## src/rtl/rvfi_check_pkg.sv

```systemverilog
// Shared definitions for the rvfi_*_check family of monitors: error-kind bit positions
// within the err_kind mask.
package rvfi_check_pkg;

    localparam int ERR_RS1   = 0;
    localparam int ERR_RS2   = 1;
    localparam int ERR_X0    = 2;
    localparam int ERR_ORDER = 3;
    localparam int ERR_VALID = 4;
    localparam int ERR_W     = 5;

    typedef logic [ERR_W-1:0] err_kind_t;

endpackage

```

## src/rtl/rvfi_shadow_slot.sv

```systemverilog
// One tracked architectural register: shadow value, written flag, and per-channel rs1/rs2
// comparison against the value as seen after the lower-numbered channels of the same cycle.
module rvfi_shadow_slot #(
    parameter int NRET      = 1,
    parameter int XLEN      = 32,
    parameter int ZERO_INIT = 0
) (
    input  logic                 clk,
    input  logic                 resetn,
    input  logic [4:0]           track_idx,
    input  logic [NRET-1:0]      rvfi_valid,
    input  logic [NRET*5-1:0]    rvfi_rs1_addr,
    input  logic [NRET*XLEN-1:0] rvfi_rs1_rdata,
    input  logic [NRET*5-1:0]    rvfi_rs2_addr,
    input  logic [NRET*XLEN-1:0] rvfi_rs2_rdata,
    input  logic [NRET*5-1:0]    rvfi_rd_addr,
    input  logic [NRET*XLEN-1:0] rvfi_rd_wdata,
    output logic [NRET-1:0]      rs1_mismatch,
    output logic [NRET-1:0]      rs2_mismatch
);

    logic [XLEN-1:0] shadow_reg, shadow_next;
    logic            written_reg, written_next;
    logic            slot_en;

    assign slot_en = (track_idx != 5'd0);

    // Walk channels in index order; each channel's reads are checked before its own write
    // is folded in, so a same-instruction rd write never satisfies its own rs check.
    always_comb begin
        shadow_next  = shadow_reg;
        written_next = written_reg;
        rs1_mismatch = '0;
        rs2_mismatch = '0;
        for (int k = 0; k < NRET; k++) begin
            if (rvfi_valid[k] && slot_en) begin
                if (written_next && rvfi_rs1_addr[k*5 +: 5] == track_idx &&
                    rvfi_rs1_rdata[k*XLEN +: XLEN] != shadow_next)
                    rs1_mismatch[k] = 1'b1;
                if (written_next && rvfi_rs2_addr[k*5 +: 5] == track_idx &&
                    rvfi_rs2_rdata[k*XLEN +: XLEN] != shadow_next)
                    rs2_mismatch[k] = 1'b1;
                if (rvfi_rd_addr[k*5 +: 5] == track_idx) begin
                    shadow_next  = rvfi_rd_wdata[k*XLEN +: XLEN];
                    written_next = 1'b1;
                end
            end
        end
    end

    always_ff @(posedge clk or negedge resetn) begin
        if (!resetn) begin
            shadow_reg  <= '0;
            written_reg <= (ZERO_INIT != 0);
        end else begin
            shadow_reg  <= shadow_next;
            written_reg <= written_next;
        end
    end

endmodule

```

## src/rtl/rvfi_multi_reg_check.sv

```systemverilog
// RVFI register-consistency monitor: shadow-register read checks, x0 check, valid compaction
// and gap-free rvfi_order tracking across NRET retire channels; errors reported one cycle later.
module rvfi_multi_reg_check
    import rvfi_check_pkg::*;
#(
    parameter int NRET      = 1,
    parameter int XLEN      = 32,
    parameter int ORDER_W   = 64,
    parameter int NSHADOW   = 2,
    parameter int ZERO_INIT = 0,
    parameter int X0_CHECK  = 1,
    parameter int CNT_W     = 16
) (
    input  logic                    clk,
    input  logic                    resetn,
    input  logic [NSHADOW*5-1:0]    track_idx,
    input  logic [NRET-1:0]         rvfi_valid,
    input  logic [NRET*ORDER_W-1:0] rvfi_order,
    input  logic [NRET*5-1:0]       rvfi_rs1_addr,
    input  logic [NRET*XLEN-1:0]    rvfi_rs1_rdata,
    input  logic [NRET*5-1:0]       rvfi_rs2_addr,
    input  logic [NRET*XLEN-1:0]    rvfi_rs2_rdata,
    input  logic [NRET*5-1:0]       rvfi_rd_addr,
    input  logic [NRET*XLEN-1:0]    rvfi_rd_wdata,
    output logic                    err_valid,
    output logic [ERR_W-1:0]        err_kind,
    output logic [NRET-1:0]         err_chan,
    output logic                    err_sticky,
    output logic [CNT_W-1:0]        err_count
);

    logic [NRET-1:0]    rs1_mm [NSHADOW];
    logic [NRET-1:0]    rs2_mm [NSHADOW];
    logic [NRET-1:0]    rs1_any, rs2_any, gap_c, x0_c, order_c;
    logic [ORDER_W-1:0] expected_reg, expected_next;
    logic               order_seen_reg, order_seen_next;
    err_kind_t          kind_c;
    logic [NRET-1:0]    chan_c;

    logic               err_valid_reg;
    err_kind_t          err_kind_reg;
    logic [NRET-1:0]    err_chan_reg;
    logic               err_sticky_reg;
    logic [CNT_W-1:0]   err_count_reg;

    genvar gi;

    generate
        for (gi = 0; gi < NSHADOW; gi++) begin : g_slot
            rvfi_shadow_slot #(
                .NRET      (NRET),
                .XLEN      (XLEN),
                .ZERO_INIT (ZERO_INIT)
            ) u_slot (
                .clk            (clk),
                .resetn         (resetn),
                .track_idx      (track_idx[gi*5 +: 5]),
                .rvfi_valid     (rvfi_valid),
                .rvfi_rs1_addr  (rvfi_rs1_addr),
                .rvfi_rs1_rdata (rvfi_rs1_rdata),
                .rvfi_rs2_addr  (rvfi_rs2_addr),
                .rvfi_rs2_rdata (rvfi_rs2_rdata),
                .rvfi_rd_addr   (rvfi_rd_addr),
                .rvfi_rd_wdata  (rvfi_rd_wdata),
                .rs1_mismatch   (rs1_mm[gi]),
                .rs2_mismatch   (rs2_mm[gi])
            );
        end

        for (gi = 0; gi < NRET; gi++) begin : g_chan
            // A valid channel above any invalid one breaks compaction.
            if (gi == 0) begin : g_first
                assign gap_c[gi] = 1'b0;
            end else begin : g_rest
                assign gap_c[gi] = rvfi_valid[gi] & ~(&rvfi_valid[gi-1:0]);
            end
            assign x0_c[gi] = (X0_CHECK != 0) && rvfi_valid[gi] &&
                ((rvfi_rs1_addr[gi*5 +: 5] == 5'd0 && rvfi_rs1_rdata[gi*XLEN +: XLEN] != '0) ||
                 (rvfi_rs2_addr[gi*5 +: 5] == 5'd0 && rvfi_rs2_rdata[gi*XLEN +: XLEN] != '0));
        end
    endgenerate

    always_comb begin
        rs1_any = '0;
        rs2_any = '0;
        for (int s = 0; s < NSHADOW; s++) begin
            rs1_any = rs1_any | rs1_mm[s];
            rs2_any = rs2_any | rs2_mm[s];
        end
    end

    // The first valid channel ever seen establishes the base; after a mismatch the expected
    // value resyncs to the offending order so a single gap is reported once.
    always_comb begin
        expected_next   = expected_reg;
        order_seen_next = order_seen_reg;
        order_c         = '0;
        for (int k = 0; k < NRET; k++) begin
            if (rvfi_valid[k]) begin
                if (!order_seen_next) begin
                    expected_next   = rvfi_order[k*ORDER_W +: ORDER_W];
                    order_seen_next = 1'b1;
                end
                order_c[k]    = (rvfi_order[k*ORDER_W +: ORDER_W] != expected_next);
                expected_next = rvfi_order[k*ORDER_W +: ORDER_W] + 1'b1;
            end
        end
    end

    always_comb begin
        kind_c = '0;
        chan_c = '0;
        for (int k = 0; k < NRET; k++) begin
            kind_c[ERR_RS1]   = kind_c[ERR_RS1]   | rs1_any[k];
            kind_c[ERR_RS2]   = kind_c[ERR_RS2]   | rs2_any[k];
            kind_c[ERR_X0]    = kind_c[ERR_X0]    | x0_c[k];
            kind_c[ERR_ORDER] = kind_c[ERR_ORDER] | order_c[k];
            kind_c[ERR_VALID] = kind_c[ERR_VALID] | gap_c[k];
            chan_c[k] = rs1_any[k] | rs2_any[k] | x0_c[k] | order_c[k] | gap_c[k];
        end
    end

    always_ff @(posedge clk or negedge resetn) begin
        if (!resetn) begin
            expected_reg   <= '0;
            order_seen_reg <= 1'b0;
            err_valid_reg  <= 1'b0;
            err_kind_reg   <= '0;
            err_chan_reg   <= '0;
            err_sticky_reg <= 1'b0;
            err_count_reg  <= '0;
        end else begin
            expected_reg   <= expected_next;
            order_seen_reg <= order_seen_next;
            err_valid_reg  <= |kind_c;
            err_kind_reg   <= kind_c;
            err_chan_reg   <= chan_c;
            err_sticky_reg <= err_sticky_reg | (|kind_c);
            if ((|kind_c) && !(&err_count_reg))
                err_count_reg <= err_count_reg + 1'b1;
        end
    end

    assign err_valid  = err_valid_reg;
    assign err_kind   = err_kind_reg;
    assign err_chan   = err_chan_reg;
    assign err_sticky = err_sticky_reg;
    assign err_count  = err_count_reg;

endmodule
```

## config.mk

```make
export PLATFORM = sky130hd
export DESIGN_NAME = rvfi_multi_reg_check
export DESIGN_NICKNAME = d
export VERILOG_FILES = /design/src/rtl/rvfi_check_pkg.sv /design/src/rtl/rvfi_shadow_slot.sv /design/src/rtl/rvfi_multi_reg_check.sv
export SDC_FILE = /design/constraint.sdc
export NUM_CORES = 1
export LEC_CHECK = 0
export CELL_PAD_IN_SITES_DETAIL_PLACEMENT = 1
export CELL_PAD_IN_SITES_GLOBAL_PLACEMENT = 1
export CORE_MARGIN = 1.5
export CORE_UTILIZATION = 39
export DETAILED_ROUTE_END_ITERATION = 10
export GPL_TIMING_DRIVEN = 1
export PLACE_DENSITY_LB_ADDON = 0.1
export SLEW_MARGIN = 20
export SYNTH_ARGS = -nofsm -noshare
export SYNTH_HDL_FRONTEND = slang
export SYNTH_SLANG_ARGS = --single-unit
```

## constraint.sdc

```tcl
create_clock -name clk -period 2.6 [get_ports clk]
set_input_delay 0.78 -clock clk [delete_from_list [all_inputs] [get_ports clk]]
set_output_delay 0.78 -clock clk [all_outputs]
set_load 0.005 [all_outputs]
```

# [Yosys cells after proc, flatten, opt, wreduce, memory -nomap -nowiden]
# Cells that the tools add are included.
[totals] elab_cells=67 out_inout_bits=24 in_bits=188 reg_bits=154
[classes] n_addsub=2 mux=11 n_bitwise=6 n_eq_ne=11 reduce_logical=26
[ops] operator="$mux 64" n=2
[ops] operator="$ne 32x32->1" n=4
[ops] operator="$add 64x1->64 const B" n=1
[ops] operator="$ne 64x64->1" n=1
[ops] operator="$reduce_bool 32->1" n=2
[ops] operator="$eq 5x5->1" n=6
[ops] operator="$add 16x1->16 const B" n=1
[ops] operator="$reduce_and 16->1" n=1
[ops] operator="$logic_and 1x1->1" n=14
[ops] operator="$logic_not 5->1" n=2
[ops] operator="$reduce_bool 5->1" n=2
[ops] operator="$mux 1" n=9
[ops] operator="$or 1x1->1" n=6
[ops] operator="$reduce_and 2->1" n=2
[ops] operator="$reduce_or 4->1" n=1
[ops] operator="$logic_not 1->1" n=1
[ops] operator="$logic_or 1x1->1" n=1

# [Longest topological paths before layout]
# Gate-level depths: netlist of the first run.
[depth] word_depth=9 ltp_mapped=10 ltp_nobuf=9

# [Modules after synthesis]
# Synthesis of the first run repeated with hierarchy kept, for this count alone.
[hier_totals] hier_cells=938 area_unflattened_um2=9919.5
[modules_own_cells] mod="rvfi_multi_reg_check" area_per_inst_um2=5407.7 seq_area_each_um2=2202.1 cells_each=580 n_inst=1
[modules_own_cells] mod="rvfi_shadow_slot" area_per_inst_um2=2255.9 seq_area_each_um2=825.8 cells_each=179 n_inst=2

# [Worst setup path before layout of the first run]
# No wires, ideal clock.
[synth_path] path_kind="input -> register" start="input port rvfi_order[0]" end="register expected_reg[48]" arrival_ns=2.812 path_slack_ns=-0.289 t_required_ns=2.523 setup_ns=0.077 path_stages=10 path_buffers=1 path_cell_list="ha_1 -> and4_1 -> nand2_1 -> or4_1 -> or3b_1 -> buf_6 -> nor3_4 -> nand3_2 -> xor2_1 -> a21oi_1"
[synth_via] elab_chain_len=1
[synth_rtl] element="from (decl)" line="rvfi_multi_reg_check.sv:18" rtl="input logic [NRET*ORDER_W-1:0] rvfi_order,"
[synth_rtl] element="$add 64x1->64" line="rvfi_multi_reg_check.sv:105" rtl="expected_next = rvfi_order[k*ORDER_W +: ORDER_W] + 1'b1;"
[synth_rtl] element="to (signal assigned)" line="rvfi_multi_reg_check.sv:133" rtl="expected_reg <= expected_next;"
[synth_rtl] element="to (decl)" line="rvfi_multi_reg_check.sv:35" rtl="logic [ORDER_W-1:0] expected_reg, expected_next;"
# No other way between the ends.
# A chain may end at the register's enable or synchronous reset.

# [Worst setup path in the final report of the first run]
[layout_path] start="input port rvfi_rs1_addr[0]" end="register err_count_reg[13], in the netlist err_count[13]"
[layout_via] word_cells_on_any_way=17 cone_classes="eq/ne (2); mux (4); bitwise (1); reduce/logical (10)"
[layout_lines] element="from (decl)" line="rvfi_multi_reg_check.sv:19" rtl="input logic [NRET*5-1:0] rvfi_rs1_addr,"
[layout_lines] element="$logic_not 5->1" line="rvfi_multi_reg_check.sv:78" rtl="((rvfi_rs1_addr[gi*5 +: 5] == 5'd0 && rvfi_rs1_rdata[gi*XLEN +: XLEN] != '0) ||"
[layout_lines] element="$logic_and 1x1->1" line="rvfi_multi_reg_check.sv:78"
[layout_lines] element="$logic_or 1x1->1" line="rvfi_multi_reg_check.sv:78"
[layout_lines] element="$logic_and 1x1->1" line="rvfi_multi_reg_check.sv:77" rtl="assign x0_c[gi] = (X0_CHECK != 0) && rvfi_valid[gi] &&"
[layout_lines] element="net x0_c" line="rvfi_multi_reg_check.sv:34" rtl="logic [NRET-1:0] rs1_any, rs2_any, gap_c, x0_c, order_c;"
[layout_lines] element="$reduce_or 4->1" line="rvfi_multi_reg_check.sv:139" rtl="if ((|kind_c) && !(&err_count_reg))"
[layout_lines] element="$logic_and 1x1->1" line="rvfi_multi_reg_check.sv:139"
[layout_lines] element="to (signal assigned)" line="rvfi_multi_reg_check.sv:140" rtl="err_count_reg <= err_count_reg + 1'b1;"
[layout_lines] element="to (decl)" line="rvfi_multi_reg_check.sv:44" rtl="logic [CNT_W-1:0] err_count_reg;"
# The timed path passes the listed nets, and every way through them passes these cells.

==> results, run 1 <==
- The time the worst path needs with I/O delays and setup is 2.760 ns.
- The initial antenna violation count is 1.
- The global-route wire length before repair is 56,610 um.
- The synthesized design contains 154 register bits.
- The area growth from synthesis to layout is 55.24%.
- The checks that failed: setup timing.
- Clock-pin slew was measured on the worst setup and hold paths at 0.08 ns.
- For the worst setup path, the data required time is 2.97 ns.
- Tracing the worst setup path back leads to its startpoint at rvfi_rs1_addr[0].
- CTS saw 154 sinks.
- The number of cells on the worst reg-to-reg path is 11.
- The wire-length estimate of the detail-placed layout is 26,860 um.
- Power comes to 8796 uW.
- The area share of the largest cell type after synthesis is 40.57%.
- By area the synthesized netlist is led by dfrtp_1 41%, xor2_1 18%, xnor2_1 10%.
- The congestion estimate from routability-driven global placement came to 0.9308.
- The type of the worst setup path is in2reg.
- The floorplan has 56 rows.
- The end of the worst register-to-register path is err_count[5]$_DFFE_PN0P_.
- The async set or reset register ratio after synthesis is 100.0%.
- The most common cell after layout, fill and taps aside is xor2_1.
- The biggest area contributor in the post-synthesis netlist is dfrtp_1.
- The synthesized area per cell is 10.05 um^2.
- STA puts the critical path data arrival time at 3.13 ns.
- The hold-fix buffer count after cts is 0.
- The final count of negative-setup-slack endpoints is 18.
- The first detailed-routing pass took 4 iterations.
- Clock skew on the completed layout was measured at 0.01522 ns.
- The number of nets in the finished design is 1,542.
- After the first detailed-routing iteration, the DRC count stood at 388.
- The worst setup path is launched from a primary input.
- The H-tree was split into 4 levels.
- The die is 159.1 um wide.
- The post-route non-filler standard cell count is 1,685.
- The synthesized netlist occupies a cell area of 9499 um^2.
- The number of cells in the design after placement is 1,634.
- In this run the critical register-to-register path is launched from g_slot[1].u_slot.shadow_reg[16]$_DFFE_PN0P_.
- Cells with a size suffix above 1 make up 33.55% of the layout.
- Timing analysis after detailed placement gives a worst setup slack of -1.379 ns.
- The leakage power total is 0.006464 uW.
- The flow ran to the end, but the final reports show violations.
- The most used flip-flop cell after synthesis is dfrtp_1.
- The final number of max-transition violations is 0.
- During synthesis, Yosys emitted a total of 0 warnings.
- The count of pins on the block boundary is 212.
- TritonCTS built the clock tree.
- The detailed router placed 8,914 vias in this run.
- For the pin with the worst max-slew slack, the measured transition is 0.5323 ns.
- The buffer type at the clock tree root is clkbuf_16.
- The clock reaches the later pin of the worst-skew pair after 0.44 ns.
- The TritonCTS buffer count is 17.
- The number of nets handed over by synthesis was 1,135.
- The number of standard cells after synthesis is 945.
- The power density of the placed cells is 596.5 nW/um^2.
- In this run the remaining antenna-violating nets after routing total 0.
- The number of max-cap violations is 0.
- The largest net degree at the start of global routing is 127.
- Setup repair after global routing could not meet its margin everywhere.
- The floorplan die area is 25,300 um^2.
- The via density per instance is 5.290.
- The register-to-register path setup slack is 0.01 ns.
- The number of buffers on the longest clock path is 2.
- The number of hold violations in the final report came to 0.
- In this run the standard cell core region covers 23,680 um^2.
- The setup slack after layout is -0.1596 ns.
- The worst setup path is captured at a flop.
- Dividing the final minimum period by the clock period gives 106.1%.
- Global routing finished with a remaining overflow of 0.
- The count of buffers added on input and output ports is 210.
- The routed length per instance is 21.71 um.
- From bottom edge to top edge, the die measures 159.1 um.
- The total global-route track usage is 28.94%.
- The number of global-route vias before repair is 10,210.
- The largest fanout on the critical path is 8.
- The type of the tightest min-delay check is in2async.
- After synthesis, flip-flops and latches occupy 40.57% of the total area.
- The number of distinct library cell variants in the gate-level netlist after synthesis is 41.
- Derived from the worst setup path, the maximum achievable clock frequency is 362.4 MHz.
- In this run, synthesis inferred 0 flip-flops with an integrated enable.
- In the layout the commonest cells are 189 x xor2_1, 188 x buf_4, 154 x dfrtp_1.
- The largest vdd supply drop is 599.7 uV.
- The final wirelength is 36,580 um.
- The starting utilization of the core area is 40.11%.
- The relative max-transition margin is 64.51%.
- The DRC violation count after routing is 0.
-- synth_stat cells, drive strengths merged (3+ instances only) --
cell type,n
a21oi,61
and3,18
and4,3
buf,8
clkbuf,19
dfrtp,154
inv,9
mux2,67
nand2,32
nand2b,4
nand3,34
nand4,41
nor2,87
nor2b,3
nor3,8
nor4,66
nor4b,4
o21ai,8
or2,4
or4,5
xnor2,109
xor2,190
-- worst max path at each step --
stage,to,slack [ns],depth (start not counted)
6_report,err_count[13]$_DFFE_PN0P_,-0.16,10
5_1_grt,err_count[13]$_DFFE_PN0P_,-0.22,10
4_1_cts,err_count[9]$_DFFE_PN0P_,-0.11,13
3_5_place_dp,err_count[1]$_DFFE_PN0P_,-1.38,11
3_3_place_gp,err_count[1]$_DFFE_PN0P_,-1.29,11
2_1_floorplan,expected_reg[48]$_DFFE_PN0P_,-0.22,10
-- cell type report --
cell class              count  area (um^2)
multi-input cells         755         6301
repair buffers            415         3556
flip-flops and latches    154         3854
fillers                  2631         8936
clock inverters            15        175.2
inverters                   9        33.78
diodes                      1        2.502
well taps                 319        399.1
clock buffers              17        425.4
-- timing repair --
| action | 4_1_cts | 5_1_grt |
|---|---|---|
| setup buffers | 16 | 6 |
| pin swaps | 112 | 49 |
| endpoints found under the setup margin | 51 | 40 |
| gates resized for setup | 258 | 98 |
-- critical path: stages --
cell             delay [ns]
clkdlybuf4s50_1        0.42
or4_1                  0.54
nor2_1                 0.14
o21ai_1                0.13
a21boi_2               0.26
nor4_4                 0.09
buf_12                 0.16
buf_4                  0.14
nor4_2                 0.28
xor2_1                 0.18
-- metal layers --
| metal | part of all wire (%) | track usage, % |
|---|---|---|
| met5 | 0 | 0 |
| met4 | 4.2 | 11.75 |
| met3 | 3.8 | 4.689 |
| met2 | 53 | 53.26 |
| met1 | 39 | 33.26 |
-- cell families after synthesis --
group / synth area share [%]
compound gates: 3.872
xor+xnor: 27.57
fa+ha+maj: 0.2634
buf+inv: 1.594
flops: 40.57
mux: 8.048
other cells: 0.03948
simple gates: 18.05
-- power breakdown --
| part | switching, uW | total (uW) | internal (uW) |
|---|---|---|---|
| Sequential | 594 | 3480 | 2890 |
| Combinational | 1320 | 2770 | 1450 |
| Clock | 1250 | 2540 | 1300 |
-- through the flow --
stage | TNS (ns) | util (%) | cell area (um^2) | hold slack, ns
6_report | -1.906 | 62.27 | 14750 | 0.3062
3_5_place_dp | -67.46 | 56.88 | 13470 | 0.4574
5_1_grt | -2.914 | 62.27 | 14750 | 0.3249
2_1_floorplan | -2.845 | - | 9612 | 0.4279
3_3_place_gp | -63.19 | 56.88 | 13470 | 0.4444
4_1_cts | -1.203 | 61.67 | 14610 | 0.3024
(Power assumes the default switching activity.)
==> inputs of run 2 (changes only) <==
--- a/config.mk
+++ b/config.mk
@@ -5,13 +5,11 @@
 export SDC_FILE = /design/constraint.sdc
 export NUM_CORES = 1
 export LEC_CHECK = 0
-export CELL_PAD_IN_SITES_DETAIL_PLACEMENT = 1
-export CELL_PAD_IN_SITES_GLOBAL_PLACEMENT = 1
 export CORE_MARGIN = 1.5
-export CORE_UTILIZATION = 39
+export CORE_UTILIZATION = 52
 export DETAILED_ROUTE_END_ITERATION = 10
 export GPL_TIMING_DRIVEN = 1
-export PLACE_DENSITY_LB_ADDON = 0.1
+export PLACE_DENSITY = 0.82
 export SLEW_MARGIN = 20
 export SYNTH_ARGS = -nofsm -noshare
 export SYNTH_HDL_FRONTEND = slang
==> results, run 2 (synthesis gave the netlist of run 1 again) <==
- Result of the run: finished, violations left (unchanged).
- Violated checks: setup timing (unchanged).
- The critical path's slowest cell is nor4_4 (was or4_1).
- The width of the die is 138.2 um (was 159.1 um).
- The type of the tightest min-delay check is in2async (unchanged).
- The weighted congestion reported at the end of routability-driven placement is 0.9426 (was 0.9308).
- The number of optimization iterations in the first detailed-route pass was 8 (was 4).
- The via density per instance is 6.086 (was 5.290).
- The final number of max-transition violations is 0 (unchanged).
- The transition time at the pin with the least slew margin is 1.030 ns (was 0.5323 ns).
- The buffer type at the clock tree root is clkbuf_16 (unchanged).
- Critical Path, Cell by Cell: dlygate4sd2_1 -> xor2_1 -> nor4_2 -> buf_4 -> nand4_1 -> o21ai_1 -> nand2_2 -> nor4_4 -> buf_12 -> buf_12 -> nor4_4 -> xor2_1 (was clkdlybuf4s50_1 -> or4_1 -> nor2_1 -> o21ai_1 -> a21boi_2 -> nor4_4 -> buf_12 -> buf_4 -> nor4_2 -> xor2_1).
- The final wirelength is 36,780 um (was 36,580 um).
- The largest net degree at the start of global routing came to 107 (was 127).
- The storage element area was 3854 um^2 (unchanged).
- The register-to-register path setup slack was -0.08 ns (was 0.01 ns).
- The longest individual stage delay on the worst path is 0.34 ns (was 0.54 ns).
- The TritonCTS sink count is 154 (unchanged).
- The routed length per instance came to 23.10 um (was 21.71 um).
- The final cell area excluding filler cells is 14,890 um^2 (was 14,750 um^2).
- The DRC violation count after routing is 0 (unchanged).
- The launching element type of the critical path was a primary input (unchanged).
- The CTS tree is yes (unchanged).
- The number of fill cells is 926 (was 2,631).
- The relative max-transition margin is 31.33% (was 64.51%).
- The largest fanout on the critical path was 8 (unchanged).
- The count of port buffers added during placement is 210 (unchanged).
- The most common cell after layout, fill and taps aside is xor2_1 (unchanged).
- The kind of capture point of the worst setup path is a flop (unchanged).
- The final count of negative-setup-slack endpoints was 20 (was 18).
- The clock latency on the worst-skew pair is 0.45 ns (was 0.44 ns).
- The share of post-route cells with drive strength above 1 is 35.19% (was 33.55%).
- The H-tree depth reported by CTS is 4 (unchanged).
- The number of nets in the finished design came to 1,538 (was 1,542).
- The remaining global-route overflow is 0 (unchanged).
- The area of combinational cells with multiple inputs is 6450 um^2 (was 6301 um^2).
- The time the worst path needs with I/O delays and setup was 2.865 ns (was 2.760 ns).
- Most frequent cells in the layout: 190 x xor2_1, 181 x buf_4, 154 x dfrtp_1 (was 189 x xor2_1, 188 x buf_4, 154 x dfrtp_1).
- The total design power is 9098 uW (was 8796 uW).
- The number of max-cap violations is 0 (unchanged).
- The initial antenna violation count is 2 (was 1).
- The total global-route track usage was 36.14% (was 28.94%).
- The number of buffers on the longest clock path is 2 (unchanged).
- The starting utilization of the core area is 52.88% (was 40.11%).
- The clock skew came to 0.01558 ns (was 0.01522 ns).
- Setup repair after global routing missed its margin: yes (unchanged).
- The number of hold violations in the final report is 0 (unchanged).
- The post-layout utilization of the core is 82.89% (was 62.27%).
- The largest vdd supply drop came to 625.8 uV (was 599.7 uV).
- The core footprint is 17,960 um^2 (was 23,680 um^2).
- The required time at the worst-slack endpoint is 2.91 ns (was 2.97 ns).
- The leakage power total is 0.006481 uW (was 0.006464 uW).
- The clock-pin transition on the worst setup and hold timing paths was 0.07 ns (was 0.08 ns).
- The launch instance of the worst register-to-register path is g_slot[1].u_slot.shadow_reg[26]$_DFFE_PN0P_ (was g_slot[1].u_slot.shadow_reg[16]$_DFFE_PN0P_).
- The setup total negative slack is -3.785 ns (was -1.906 ns).
- The floorplan die area is 19,090 um^2 (was 25,300 um^2).
- The die outline height came to 138.2 um (was 159.1 um).
- The HPWL after detailed placement is 23,350 um (was 26,860 um).
- The TritonCTS buffer count is 17 (unchanged).
- The first-iteration detailed-routing DRC count is 1,002 (was 388).
- The number of global-route vias before repair is 9,875 (was 10,210).
- The global-route wire length before repair is 53,740 um (was 56,610 um).
- The via count of the routed design came to 9,689 (was 8,914).
- The cell area reported after detailed placement is 13,300 um^2 (was 13,470 um^2).
- The arrival time at the worst endpoint is 3.18 ns (was 3.13 ns).
- The hold-fix buffer count after cts is 0 (unchanged).
- The site row count is 49 (was 56).
- The area added between synthesis and finish is 56.76% (was 55.24%).
- The power density of the placed cells came to 611.0 nW/um^2 (was 596.5 nW/um^2).
- The type of the worst setup path was in2reg (unchanged).
- The maximum clock frequency was 349.0 MHz (was 362.4 MHz).
- The post-route fraction of the period consumed by the critical path is 110.2% (was 106.1%).
- The end of the worst register-to-register path is err_count[13]$_DFFE_PN0P_ (was err_count[5]$_DFFE_PN0P_).
- The setup slack after layout is -0.2652 ns (was -0.1596 ns).
- The count of pins on the block boundary is 212 (unchanged).
- The remaining antenna violation count is 0 (unchanged).
- The number of cells on the worst reg-to-reg path is 11 (unchanged).
[run 2: cell count changes in the layout (fill, tap and decap cells not counted), sizes merged, moves of 5 or more]
| cell | before | now |
|---|---|---|
| dlymetal6s2s | 7 | 2 |
| clkinv | 8 | 3 |
| clkdlybuf4s15 | 8 | 20 |
| buf | 218 | 226 |
| clkdlybuf4s50 | 75 | 65 |
| clkbuf | 40 | 28 |
[run 2: where the power goes]
| part | total, uW | internal, uW | switching [uW] |
|---|---|---|---|
| Combinational | 2790 | 1430 | 1360 |
| Sequential | 3510 | 2890 | 615 |
| Clock | 2810 | 1660 | 1140 |
| Total | 9100 | 5990 | 3110 |
[run 2: what timing repair did]
item | in CTS | in global routing
gates cloned | 0 | 0
buffers inserted | 18 | 7
resized for setup | 351 | 80
endpoints found under the setup margin | 50 | 39
endpoints found under the hold margin | 0 | 0
pin swaps | 131 | 54
[run 2: cell type report]
class,count,share of cell area [%]
diodes,2,0.03361
clock buffers,18,2.949
clock inverters,14,1.412
inverters,9,0.2269
multi-input cells,755,43.32
flip-flops and latches,154,25.88
well taps,229,1.924
repair buffers,411,24.26
[run 2: worst max-delay path by stage]
stage,from,to,slack [ns],depth (start not counted)
2_1_floorplan,rvfi_order[6],expected_reg[48]$_DFFE_PN0P_,-0.22,10
6_report,rvfi_rs2_rdata[7],err_count[13]$_DFFE_PN0P_,-0.27,12
3_3_place_gp,rvfi_rs2_addr[1],err_count[9]$_DFFE_PN0P_,-1.00,10
4_1_cts,rvfi_order[27],err_count[5]$_DFFE_PN0P_,0.00008,11
5_1_grt,rvfi_rs2_rdata[7],err_count[13]$_DFFE_PN0P_,-0.32,12
3_5_place_dp,rvfi_rs2_addr[0],err_count[7]$_DFFE_PN0P_,-1.04,10
[run 2: critical path: cells and delay by family]
family	cells	cell delay, ns
compound gates	1	0.21
xor+xnor	2	0.40
buf+inv	4	0.82
simple gates	5	0.96
[run 2: metal layers]
layer	GRT usage, %	share of wire, %
met1	42.97	36
met2	62.03	49
met3	7.586	8.6
met4	18.39	7.1
met5	0	0
[run 2: through the flow]
stage	worst slack, ns	std cells	hold WS, ns
after floorplan	-0.2150	945	0.4279
after global placement	-1.001	1534	0.4444
after detailed placement	-1.043	1534	0.4553
after CTS	0.00007949	1583	0.3370
after global routing	-0.3212	1592	0.3604
final	-0.2652	1592	0.3094
==> inputs of run 3 (changes only) <==
--- a/config.mk
+++ b/config.mk
@@ -10,7 +10,7 @@
 export DETAILED_ROUTE_END_ITERATION = 10
 export GPL_TIMING_DRIVEN = 1
 export PLACE_DENSITY = 0.82
-export SLEW_MARGIN = 20
+export SLEW_MARGIN = 5
 export SYNTH_ARGS = -nofsm -noshare
 export SYNTH_HDL_FRONTEND = slang
 export SYNTH_SLANG_ARGS = --single-unit
==> results of run 3 <==
No change in the layout: final DEF, timing and power equal those of run 2.
